**config.mk**
```make
export PLATFORM = sky130hd
export DESIGN_NAME = mat_pack
export DESIGN_NICKNAME = d
export VERILOG_FILES = /design/src/rtl/mat_pkg.sv /design/src/rtl/mat_pack.sv
export SDC_FILE = /design/constraint.sdc
export NUM_CORES = 1
export LEC_CHECK = 0
export CORE_MARGIN = 10
export CORE_UTILIZATION = 24
export CTS_CLUSTER_SIZE = 24
export DETAILED_ROUTE_END_ITERATION = 10
export PLACE_DENSITY_LB_ADDON = 0.12
export REMOVE_ABC_BUFFERS = 1
export SLEW_MARGIN = 20
export SYNTH_ARGS = -nofsm -noshare
export SYNTH_HDL_FRONTEND = slang
export SYNTH_SLANG_ARGS = --single-unit
```
**constraint.sdc**
```tcl
create_clock -name clk -period 1.68 [get_ports clk]
set_input_delay 0.168 -clock clk [delete_from_list [all_inputs] [get_ports clk]]
set_output_delay 0.168 -clock clk [all_outputs]
set_load 0.01 [all_outputs]
```
**src/rtl/mat_pkg.sv**
```systemverilog
// -----------------------------------------------------------------------------
// mat_pkg
// Shared definitions for the packed-matrix bus used by mat_pack and the
// det/mul/sub/inverse datapaths. Element order is defined here once:
// element k of a packed matrix lives at [elem_lsb(k) +: DATA_WIDTH], row-major,
// element 0 (a) in the least significant bits.
// No ports (package).
// -----------------------------------------------------------------------------
package mat_pkg;

  localparam int unsigned DefDataWidth  = 8;
  localparam int unsigned DefMatrixSize = 4;  // 2x2
  localparam int unsigned DefCountWidth = $clog2(DefMatrixSize);

  // Bit offset of element k inside a packed matrix.
  function automatic int unsigned elem_lsb(input int unsigned k,
                                           input int unsigned dw = DefDataWidth);
    return k * dw;
  endfunction

endpackage

```
**src/rtl/mat_pack.sv**
```systemverilog
// -----------------------------------------------------------------------------
// mat_pack
// Element-serial to packed-matrix assembler. Accepts one element per
// in_valid/in_ready handshake, collects MATRIX_SIZE of them in a fill
// register and hands each complete matrix to an output register presented on
// out_valid/out_ready. Fill and output registers form a 2-deep pipeline so the
// next matrix can fill while the current one waits for the consumer.
//
// Ports:
//   clk        in   clock, rising edge
//   rst        in   asynchronous active-high reset
//   in_data    in   element value
//   in_valid   in   in_data valid
//   in_ready   out  element accepted this cycle (registered-derived)
//   in_last    in   final element of a matrix (checked only with frame check)
//   out_mat    out  packed matrix, element k at [k*DATA_WIDTH +: DATA_WIDTH]
//   out_valid  out  out_mat holds a complete matrix
//   out_ready  in   consumer takes out_mat this cycle
//   frame_err  out  one-cycle pulse: framing error, partial matrix dropped
//
// Build option: define MAT_PACK_FRAME_CHECK_EN to check in_last against the
// element count. Without it in_last is ignored and frame_err is tied low.
// -----------------------------------------------------------------------------
module mat_pack
  import mat_pkg::*;
#(
  parameter int unsigned DATA_WIDTH  = DefDataWidth,
  parameter int unsigned MATRIX_SIZE = DefMatrixSize
) (
  input  logic                            clk,
  input  logic                            rst,
  input  logic [DATA_WIDTH-1:0]           in_data,
  input  logic                            in_valid,
  output logic                            in_ready,
  input  logic                            in_last,
  output logic [DATA_WIDTH*MATRIX_SIZE-1:0] out_mat,
  output logic                            out_valid,
  input  logic                            out_ready,
  output logic                            frame_err
);

  localparam int unsigned CW = $clog2(MATRIX_SIZE);
  localparam int unsigned MW = DATA_WIDTH * MATRIX_SIZE;
  localparam logic [CW-1:0] LastIdx = CW'(MATRIX_SIZE - 1);

  // State
  logic [CW-1:0]         r_count;
  logic                  r_fill_full;
  logic [DATA_WIDTH-1:0] r_fill [MATRIX_SIZE];
  logic [MW-1:0]         r_out_mat;
  logic                  r_out_valid;
  logic                  r_frame_err;

  // Control
  logic          w_accept;
  logic          w_at_last;
  logic          w_err;
  logic          w_complete;
  logic          w_out_free;
  logic          w_xfer;
  logic [MW-1:0] w_fill_mat;

  assign in_ready  = ~r_fill_full;
  assign w_accept  = in_valid & ~r_fill_full;
  assign w_at_last = (r_count == LastIdx);

`ifdef MAT_PACK_FRAME_CHECK_EN
  // in_last must be high exactly on the element at count == MATRIX_SIZE-1.
  assign w_err = w_accept & (in_last != w_at_last);
`else
  logic w_unused_last;
  assign w_unused_last = in_last;
  assign w_err         = 1'b0;
`endif

  assign w_complete = w_accept & w_at_last & ~w_err;
  assign w_out_free = ~r_out_valid | out_ready;
  // A matrix moves to the output slot either from a full fill register or
  // straight from the element completing it this cycle.
  assign w_xfer     = (r_fill_full | w_complete) & w_out_free;

  // Fill contents as they will look after this cycle's element lands, so a
  // completing element can bypass into the output register on the same edge.
  always_comb begin
    w_fill_mat = '0;
    for (int unsigned k = 0; k < MATRIX_SIZE; k++) begin
      if (w_accept && (r_count == CW'(k))) begin
        w_fill_mat[elem_lsb(k, DATA_WIDTH) +: DATA_WIDTH] = in_data;
      end else begin
        w_fill_mat[elem_lsb(k, DATA_WIDTH) +: DATA_WIDTH] = r_fill[k];
      end
    end
  end

  // Fill storage needs no reset: its contents only matter once count and
  // fill_full say they are valid.
  always_ff @(posedge clk) begin
    if (w_accept) begin
      r_fill[r_count] <= in_data;
    end
  end

  always_ff @(posedge clk or posedge rst) begin
    if (rst) begin
      r_count <= '0;
    end else if (w_accept) begin
      if (w_at_last || w_err) begin
        r_count <= '0;
      end else begin
        r_count <= r_count + CW'(1);
      end
    end
  end

  always_ff @(posedge clk or posedge rst) begin
    if (rst) begin
      r_fill_full <= 1'b0;
    end else if (w_xfer) begin
      r_fill_full <= 1'b0;
    end else if (w_complete) begin
      r_fill_full <= 1'b1;
    end
  end

  // Output slot: holds while stalled, reloads on transfer (even in the same
  // cycle as an output handshake), empties only on a handshake.
  always_ff @(posedge clk or posedge rst) begin
    if (rst) begin
      r_out_valid <= 1'b0;
      r_out_mat   <= '0;
    end else if (w_xfer) begin
      r_out_valid <= 1'b1;
      r_out_mat   <= w_fill_mat;
    end else if (out_ready) begin
      r_out_valid <= 1'b0;
    end
  end

  always_ff @(posedge clk or posedge rst) begin
    if (rst) begin
      r_frame_err <= 1'b0;
    end else begin
      r_frame_err <= w_err;
    end
  end

  assign out_mat   = r_out_mat;
  assign out_valid = r_out_valid;

`ifdef MAT_PACK_FRAME_CHECK_EN
  assign frame_err = r_frame_err;
`else
  assign frame_err = 1'b0;
  logic w_unused_ferr;
  assign w_unused_ferr = r_frame_err;
`endif

endmodule

```
Yosys cells after proc, flatten, opt, wreduce, memory -nomap -nowiden
Memories as Yosys holds them, arrays and structs flattened. A register that Yosys moved wholly into a read port is not among the register bits.
Cells that the tools add are included.
{ "word_totals": {"ff_bits": 4, "ram_bits": 32, "input_bits": 13, "out_inout_bits": 35, "word_cells": 22, "n_memories": 1} }
{ "op_classes": {"addsub": 1, "eq_ne": 1, "n_mux": 7, "n_bitwise": 7, "n_reduce_logical": 2} }
{ "memory_table": {"columns": ["name", "depth", "width", "rd", "rd_clocked_by_memory_dff", "write_ports", "line_no", "text"], "rows": [
  ["r_fill", 4, 8, 4, 4, 1, "mat_pack.sv:49", "logic [DATA_WIDTH-1:0] r_fill [MATRIX_SIZE];"]
]} }
{ "ops": {"columns": ["cell", "count"], "rows": [
  ["$mux 1", 6],
  ["$reduce_bool 2->1", 2],
  ["$and 1x1->1", 3],
  ["$add 2x1->2 const B", 1],
  ["$eq 2x2->1 const B", 1],
  ["$mux 2", 1],
  ["$not 1->1", 2],
  ["$or 1x1->1", 2]
]} }

Depth between registers and ports, before layout
{ "depth": {"word_depth": 6, "mapped_depth": 5} }

Worst setup path before layout
Ideal clock, no wire load.
{ "synth_path": {"kind": "reg-to-reg", "from": "reg r_count[0]", "to": "reg r_out_mat[0] (netlist: out_mat[0]) (read register of r_fill)", "setup_time_ns": 0.125, "arrival_time_ns": 1.395, "setup_slack_ns": 0.161, "stages_incl_launch_ff": 6, "n_path_buf": 1, "period_less_slack_ns": 1.519, "path_cell_list": "dfrtp_1 ha_1 a21oi_2 a21oi_4 buf_6 mux2_2"} }
{ "synth_via": {"elab_chain_len": 4} }
{ "synth_rtl": {"columns": ["item", "line_no", "text"], "rows": [
  ["from (decl)", "mat_pack.sv:47", "logic [CW-1:0] r_count;"],
  ["from (signal assigned)", "mat_pack.sv:110", "r_count <= r_count + CW'(1);"],
  ["$eq 2x2->1", null, null],
  ["$and 1x1->1", "mat_pack.sv:76", "assign w_complete = w_accept & w_at_last & ~w_err;"],
  ["$or 1x1->1", "mat_pack.sv:80", "assign w_xfer = (r_fill_full | w_complete) & w_out_free;"],
  ["$and 1x1->1", "mat_pack.sv:80", null],
  ["to (decl)", "mat_pack.sv:50", "logic [MW-1:0] r_out_mat;"]
]} }
Every way passes these cells.
A chain may end at the register's enable or synchronous reset.

Final worst setup path
{ "layout_path": {"from": "reg r_count[0]", "to": "reg r_out_mat[6] (netlist: out_mat[6]) (read register of r_fill)"} }
Same word-level chain as after synthesis.

==> impl_metrics.py <==
metrics = {
    "run_status": {
        "outcome": "finished clean",
    },
    "yosys": {
        "yosysUniqueCellTypes": 18,
        "synthCells": 138,
        "postSynthAreaPerCell_um2": 18.4,
        "synth_warnings": 0,
        "ys_seq_area_share_pct": 73.4,
        "ys_ff_latch": 68,
        "synth_top_flop_cell": "dfrtp_1",
        "synth_edf_count": 32,
        "async_reset_ff_share_pct": 52.9,
        "syn_area_mm2": 0.00254,
    },
    "layout": {
        "regArea_mm2": 0.00186,
        "antennaDiodeCount": 0,
        "num-nets-final": 221,
        "area_delta_synth_final_pct": 35.7,
        "fin_util_pct": 33.3,
        "drive_gt1_share_pct": 33.5,
        "mostFrequentLayoutCell": "clkdlybuf4s50_1",
        "final_cell_area_mm2": 0.00344,
        "fill_cells": 1003,
        "final_cell_mix": "clkdlybuf4s50_1, mux2_2, dfrtp_1, edfxtp_1, buf_4",
        "multi_input_area_um2": 623,
    },
    "setup_path": {
        "reg2reg_depth": 5,
        "slowest_delay_ns": 0.44,
        "start_kind": "flip-flop",
        "critPathMaxFanout": 19,
        "reg2reg_to": "out_mat[6]$_DFFE_PP0P_",
        "r2r_setup_slack_ns": 0.1,
        "crit_chain": "ha_4 -> a21oi_2 -> a21oi_4 -> buf_12 -> mux2_2",
        "cp-startpoint": "r_count[0]$_DFFE_PP0P_",
        "slowest_stage": "dfrtp_1",
        "cp.required_ns": 1.90,
        "critPathKind": "reg2reg",
        "end_kind": "flip-flop",
        "setup.worst_path.end": "out_mat[6]$_DFFE_PP0P_",
        "rr_startpoint": "r_count[0]$_DFFE_PP0P_",
        "cp.arrival_ns": 1.80,
    },
    "global_routing": {
        "overflow": 0,
        "grt_use_total_pct": 7.42,
        "antenna_found_initial": 0,
        "grt_max_degree": 37,
        "grt_pass1_vias": 1567,
        "grt_pass1_wl_mm": 8.49,
    },
    "sta": {
        "min_period_ns": 1.58,
        "final-setup-viol-count": 0,
        "post-route-period-util_pct": 94.3,
        "slew_viol_final": 0,
        "hold_viol": 0,
        "setup_tns_ns": 0,
        "rsz0062_at_grt": "false",
        "fin_skew_ns": 0.00534,
        "fmax_mhz": 631,
    },
    "power": {
        "ir_drop_v": 0.000594,
        "p_per_area_mw_per_mm2": 1720,
        "p_leak_nw": 1.35,
        "power_mw": 5.93,
    },
    "cts": {
        "cts_tree": "yes",
        "clock_latency_ns": 0.33,
        "cts_buffers": 9,
        "cts.path.max_buffers": 2,
        "clock-sinks": 68,
        "cts_htree_levels": 3,
        "cts-root-buf": "clkbuf_8",
        "cts.clk_slew.worst_paths_ns": 0.07,
    },
    "floorplan": {
        "rows": 37,
        "core_mm2": 0.0103,
        "die_w_um": 123,
        "die_y_um": 123,
        "ioPinCount": 48,
        "dieArea_mm2": 0.0151,
        "initial_core_util_pct": 24.6,
    },
    "detailed_routing": {
        "vias": 1340,
        "antenna_left": 0,
        "wire_per_inst_um": 15.3,
        "drt_iter0_markers": 39,
        "wl_mm": 5.27,
        "drc": 0,
        "firstDrtPassIters": 4,
        "post_drt_via_cell_ratio": 3.88,
    },
    "hold_path": {
        "hold_path.class": "in2async",
    },
    "placement": {
        "port_buffers": 45,
        "place_hpwl_mm": 3.73,
        "gp_congestion": 0.682,
        "placed_cell_area_mm2": 0.00324,
    },
    "run": {
        "max-cap-violations": 0,
    },
}
how the worst min path moves through the flow:
stage                                start                       to  slack [ns]  cells after the start
detailed placement  r_fill[2][7]$_DFFE_PP_  out_mat[23]$_DFFE_PP0P_        0.45                      1
global placement    r_fill[2][7]$_DFFE_PP_  out_mat[23]$_DFFE_PP0P_        0.44                      1
CTS                                    rst  out_mat[21]$_DFFE_PP0P_        0.28                      3
global route                           rst  out_mat[21]$_DFFE_PP0P_        0.33                      3
finish                                 rst  out_mat[21]$_DFFE_PP0P_        0.26                      3
floorplan                       in_data[0]   r_fill[0][0]$_DFFE_PP_        0.27                      0
sequential cells by signal, indices dropped and copies added (netlist names):
register,cells
r_fill,32
out_valid,1
r_fill_full,1
r_count,2
out_mat,32
area by class of cell:
| type | count | share of cell area (%) |
|---|---|---|
| Clock buffer | 11 | 3.82 |
| Clock inverter | 5 | 1.53 |
| Inverter | 6 | 0.654 |
| Multi-Input combinational cell | 60 | 18.1 |
| Sequential cell | 68 | 54.1 |
| Tap cell | 136 | 4.94 |
| Timing Repair Buffer | 59 | 16.9 |
report_power, final:
group          switching (mW)  internal (mW)  leakage (nW)
clock network           0.589          0.679        0.0931
logic                   0.802           1.27         0.527
registers               0.270           2.32         0.727
cell usage after synthesis (2+ instances only):
cell / number / share of area [%]
nand2_1: 4 / 0.59
nor2_1: 2 / 0.30
and2_1: 3 / 0.74
dfrtp_1: 36 / 36
edfxtp_1: 32 / 38
mux2_2: 37 / 16
mux2_1: 2 / 0.89
o21ai_0: 2 / 0.39
ha_1: 4 / 2.0
buf_6: 3 / 1.3
inv_1: 6 / 0.89
logic make-up after synthesis:
family,synth area share [%]
DFF,73.4
muxes,17.9
and+or+nand+nor,2.66
buffers and inverters,2.52
AOI/OAI and AO/OA,1.38
adders and majority gates,1.97
other,0.148
metal layers:
layer / wire, µm / vias to the layer above / global-route usage (%)
li1: - / 622 / -
met1: 2400 / 669 / 9.04
met2: 2430 / 37 / 11.5
met3: 339 / 12 / 2.75
met4: 100 / 0 / 3.31
met5: 0 / - / 0
stage by stage:
step / instances / hold WS [ns] / setup WS [ns]
2_1_floorplan: 134 / 0.267 / -0.152
3_3_place_gp: 328 / 0.444 / -0.0170
3_5_place_dp: 328 / 0.450 / -0.0567
4_1_cts: 344 / 0.278 / 0.00780
5_1_grt: 345 / 0.335 / 0.0120
6_report: 345 / 0.256 / 0.0952
what timing repair did:
action,in CTS,in global routing
setup endpoints to repair,0,32
endpoints found under the hold margin,0,0
resized for setup,0,2
buffers inserted,0,1
hold buffers,0,0
critical path: cells and delay by family (launching register included):
kind,cells,cell delay (ns)
multiplexers,1,0.35
buffers and inverters,1,0.19
flip-flops,1,0.44
adder cells (fa/ha/maj),1,0.20
AO/OA/AOI/OAI,2,0.28
No activity file was read; power rests on OpenSTA's default activity.
